[config.mk]
export PLATFORM = sky130hd
export DESIGN_NAME = div_step_counter
export DESIGN_NICKNAME = d
export VERILOG_FILES = /design/src/rtl/div_step_counter.sv
export SDC_FILE = /design/constraint.sdc
export NUM_CORES = 1
export LEC_CHECK = 0
export CAP_MARGIN = 10
export CORE_ASPECT_RATIO = 1.1
export CORE_MARGIN = 3
export CORE_UTILIZATION = 38
export CTS_BUF_LIST = sky130_fd_sc_hd__clkbuf_8 sky130_fd_sc_hd__clkbuf_16
export CTS_CLUSTER_DIAMETER = 30
export DETAILED_ROUTE_END_ITERATION = 8
export GPL_ROUTABILITY_DRIVEN = 1
export HOLD_SLACK_MARGIN = 0.03
export PLACE_DENSITY = 0.75
export SYNTH_ARGS = -nofsm -noshare
export SYNTH_HDL_FRONTEND = slang
export SYNTH_SLANG_ARGS = --single-unit
[constraint.sdc]
create_clock -name clk -period 4.29 [get_ports clk]
set_input_delay 0.6435 -clock clk [delete_from_list [all_inputs] [get_ports clk]]
set_output_delay 0.6435 -clock clk [all_outputs]
set_load 0.05 [all_outputs]
[src/rtl/div_step_counter.sv]
// Divider iteration sequencer: start/done handshake, STEPS iterations, first/last flags, stall freezes the count.
// Latency: busy the cycle after start, done after STEPS unstalled cycles; optional abort via DIV_STEP_ABORT_EN.
module div_step_counter #(
  parameter int WIDTH = 5,
  parameter int STEPS = 32
) (
  input  logic             clk,
  input  logic             reset,
  input  logic             start,
  input  logic             stall,
  input  logic             ack,
`ifdef DIV_STEP_ABORT_EN
  input  logic             abort,
`endif
  output logic [WIDTH-1:0] i,
  output logic             step,
  output logic             busy,
  output logic             first,
  output logic             last,
  output logic             done
);

  generate
    if (WIDTH < 1 || WIDTH > 30 || STEPS < 1 || STEPS > (1 << WIDTH)) begin : g_bad_cfg
      $error("div_step_counter: STEPS must be in 1..2**WIDTH");
    end
  endgenerate

  // Compared at WIDTH bits so STEPS == 2**WIDTH maps to an all-ones index.
  localparam logic [WIDTH-1:0] LAST_I = WIDTH'(STEPS - 1);

  typedef enum logic [1:0] {
    IDLE = 2'd0,
    RUN  = 2'd1,
    DONE = 2'd2
  } state_t;

  state_t state;
  logic   kill;

`ifdef DIV_STEP_ABORT_EN
  assign kill = abort;
`else
  assign kill = 1'b0;
`endif

  always_ff @(posedge clk or posedge reset) begin
    if (reset) begin
      state <= IDLE;
      i     <= '0;
      busy  <= 1'b0;
      done  <= 1'b0;
    end else begin
      case (state)
        IDLE: begin
          if (start && !kill) begin
            state <= RUN;
            i     <= '0;
            busy  <= 1'b1;
          end
        end
        RUN: begin
          if (kill) begin
            state <= IDLE;
            i     <= '0;
            busy  <= 1'b0;
          end else if (!stall) begin
            if (i == LAST_I) begin
              state <= DONE;
              busy  <= 1'b0;
              done  <= 1'b1;
            end else begin
              i <= i + WIDTH'(1);
            end
          end
        end
        DONE: begin
          if (kill) begin
            state <= IDLE;
            i     <= '0;
            done  <= 1'b0;
          end else if (ack) begin
            i     <= '0;
            done  <= 1'b0;
            state <= start ? RUN : IDLE;
            busy  <= start;
          end
        end
        default: begin
          state <= IDLE;
          i     <= '0;
          busy  <= 1'b0;
          done  <= 1'b0;
        end
      endcase
    end
  end

  assign step  = busy & ~stall;
  assign first = busy & (i == '0);
  assign last  = busy & (i == LAST_I);

endmodule

==> metrics <==
status finished clean; Vias/cell 5.37; sw frac 49.2%; RSZ-0062 raised after global routing no; Max Slew Vio Count 0; largest net degree at the start of global routing 10; CP max FO 5; initial antenna violation count 0; crit-path max cell delay 790 ps; # rows 13; most common cell in the synthesized netlist dfrtp_1; Setup TNS Final 0 ps; Min Clock Period, post-route 2850 ps; Synth top area share 41.0%; Final Setup Violations 0; Post-DP Area 697 um2; Synthesized Nets 67; worst setup path class flop to output pin; CTS clk-pin slew, worst paths 50 ps; # diodes 0; Worst-Margin Slew 503 ps; PD cells 803 nW/um2; synthesized area 549 um2; Register Area 225 um2; CP Data Arrival Time 2210 ps; Num CTS Buffers 3; io pins 15; fillers 121; commonest cells in the netlist 9 x dfrtp_1, 6 x inv_1, 6 x nand2_1, 6 x nand3_1, 5 x o21ai_0; post-CTS sizing 0; nets 85; total wire length 1.21 mm; post-route cell area 742 um2; final period utilization 66.5%; die width 42.3 um; cts hold-fix bufs 0; Sw Pwr 293 uW; Startpoint Class flop; most frequent CP cell ha_1; detailed-route via count 489; Synth Area per Inst 9.31 um2; clock power share 16.7%; top post-synthesis cells by area dfrtp_1 41%, ha_1 6.8%, nand3_1 5.5%; Die Ht 45.9 um; Primary FF master, synth dfrtp_1; relative slew slack 66.3%; number of clock sinks 9; vias in the first global route 479; Post-synth EDFFs 0; critical path cell sequence ha_1 > and3_1 > ha_1 > and2_1 > clkdlybuf4s50_1; Synth Register Bits 9; Setup Skew 9.05 ps; clk buf depth 2; Setup crit start i[1]$_DFFE_PP0P_; Routed Antenna Nets 0; combinational share of power 55.4%; Reg power frac 27.9%; P&R area growth vs syn 35.1%; synth warn 0; CTS root buffer clkbuf_8; layout cells sized above 1 7.89%; gr usage total 14.3%; multi-input logic area 290 um2; Static Leak 0.000337 uW; worst r2r src i[0]$_DFFE_PP0P_; worst hold path class flop to flop; dpl hpwl 901 um; slowest CP cell clkdlybuf4s50_1; global-route wire length before repair 2.08 mm; max frequency 351 MHz; Post-synth ARST share 100%; number of max-cap violations 0; Cell variety after synth 26; Worst Hold Launch done$_DFFE_PP0P_; DRT Pass-1 Iters 3; Initial Utilization 43.3%; leading area contributor after synthesis dfrtp_1; crit path capture type output pin; post-CTS setup buffers 0; Clock Latency Late Sink 240 ps; drt wl/cell 13.3 um; post-synthesis sequential area ratio 41.0%; I/O Buffers 14; internal cell power 303 uW; DR DRC count 0; final global-route overflow total 0; TritonCTS clock tree yes; CP required 3650 ps; VDD IR max 0.448 mV; Initial DRC Count 8; Synth Instances 59; core area 1270 um2; H-tree levels 1; gp weighted congestion 0.757; area of the die 1940 um2; Final Hold Fails 0
## metrics by stage
step / utilization [%] / worst slack (ps) / hold slack [ps] / total power [uW] / cells
floorplan: - / 1620 / 471 / 390 / 59
global placement: 54.9 / 1570 / 500 / 494 / 87
detailed placement: 54.9 / 1540 / 536 / 498 / 87
CTS: 58.5 / 1420 / 544 / 599 / 91
global route: 58.5 / 1330 / 565 / 636 / 91
finish: 58.5 / 1440 / 525 / 595 / 91
## cells in the final DEF, fill, tap and decap left out
| master | Yosys | layout |
|---|---|---|
| or3b_1 | 1 | 1 |
| o211ai_1 | 1 | 1 |
| and3_1 | 1 | 1 |
| nand4_1 | 1 | 1 |
| and2_1 | 1 | 1 |
| o21ai_0 | 5 | 5 |
| inv_1 | 6 | 7 |
| nand3_1 | 6 | 6 |
| nor2_1 | 2 | 2 |
| ha_1 | 3 | 3 |
| mux2i_1 | 1 | 1 |
| dfrtp_1 | 9 | 9 |
| o21ai_1 | 1 | 1 |
| or2_2 | 1 | 1 |
| a22oi_1 | 2 | 2 |
| nor3_1 | 1 | 1 |
| o31ai_1 | 1 | 1 |
| a22oi_2 | 1 | 1 |
| nand2b_1 | 1 | 1 |
| clkdlybuf4s50_1 | 0 | 14 |
| and2b_1 | 2 | 2 |
| nor2b_1 | 2 | 2 |
| nand2_1 | 6 | 6 |
| o2bb2ai_1 | 1 | 1 |
| clkbuf_8 | 0 | 3 |
| nor4b_4 | 1 | 1 |
| a21oi_1 | 1 | 1 |
## registers in the layout (all words and copies together), names as in the netlist
register	count
busy	1
done	1
state	2
i	5
## cell type report
class                           instances  area share (%)
Timing Repair Buffer                   14            18.9
Inverter                                6            3.04
Multi-Input combinational cell         43            39.1
Clock buffer                            3            5.56
Tap cell                               15            2.53
Sequential cell                         9            30.4
Clock inverter                          1           0.506
## kinds of logic (layout without fill, tap and decap cells)
family                   count (synthesis)  count (layout)  synth area share, %
buffers and inverters                    7              24                 6.15
adder cells (fa/ha/maj)                  3               3                 6.83
multiplexers                             1               1                 1.82
AO/OA/AOI/OAI                           13              13                 15.7
AND/OR/NAND/NOR                         26              26                 28.5
flip-flops                               9               9                 41.0
## power by group through the flow
stage               Combinational [uW]  Sequential [uW]  Clock (uW)
floorplan                          127              263           0
global placement                   327              168           0
detailed placement                 331              167           0
CTS                                334              166        99.0
global route                       356              174         106
finish                             330              166        99.3
## critical path: cells and delay by family (launching register included)
kind	cells	cell delay, ps
buffers and inverters	1	790
adder cells (fa/ha/maj)	2	450
flip-flops	1	410
AND/OR/NAND/NOR	2	310
## layer usage
metal,up-vias,GRT usage [%],share of wire [%]
met5,-,0,0
met4,0,5.59,1.4
li1,240,-,-
met2,12,26.1,49
met3,4,3.95,4.0
met1,233,15.9,45
## final timing paths
kind | to | slack (ps) | depth (start not counted)
setup / recovery | last | 1440 | 5
hold / removal | done$_DFFE_PP0P_ | 530 | 2
setup reg to reg | i[0]$_DFFE_PP0P_ | 2440 | 6
hold reg to reg | done$_DFFE_PP0P_ | 530 | 2
max in group asynchronous | i[0]$_DFFE_PP0P_ | 3350 | 2
min in group asynchronous | busy$_DFFE_PP0P_ | 670 | 2
(Power assumes the default switching activity.)
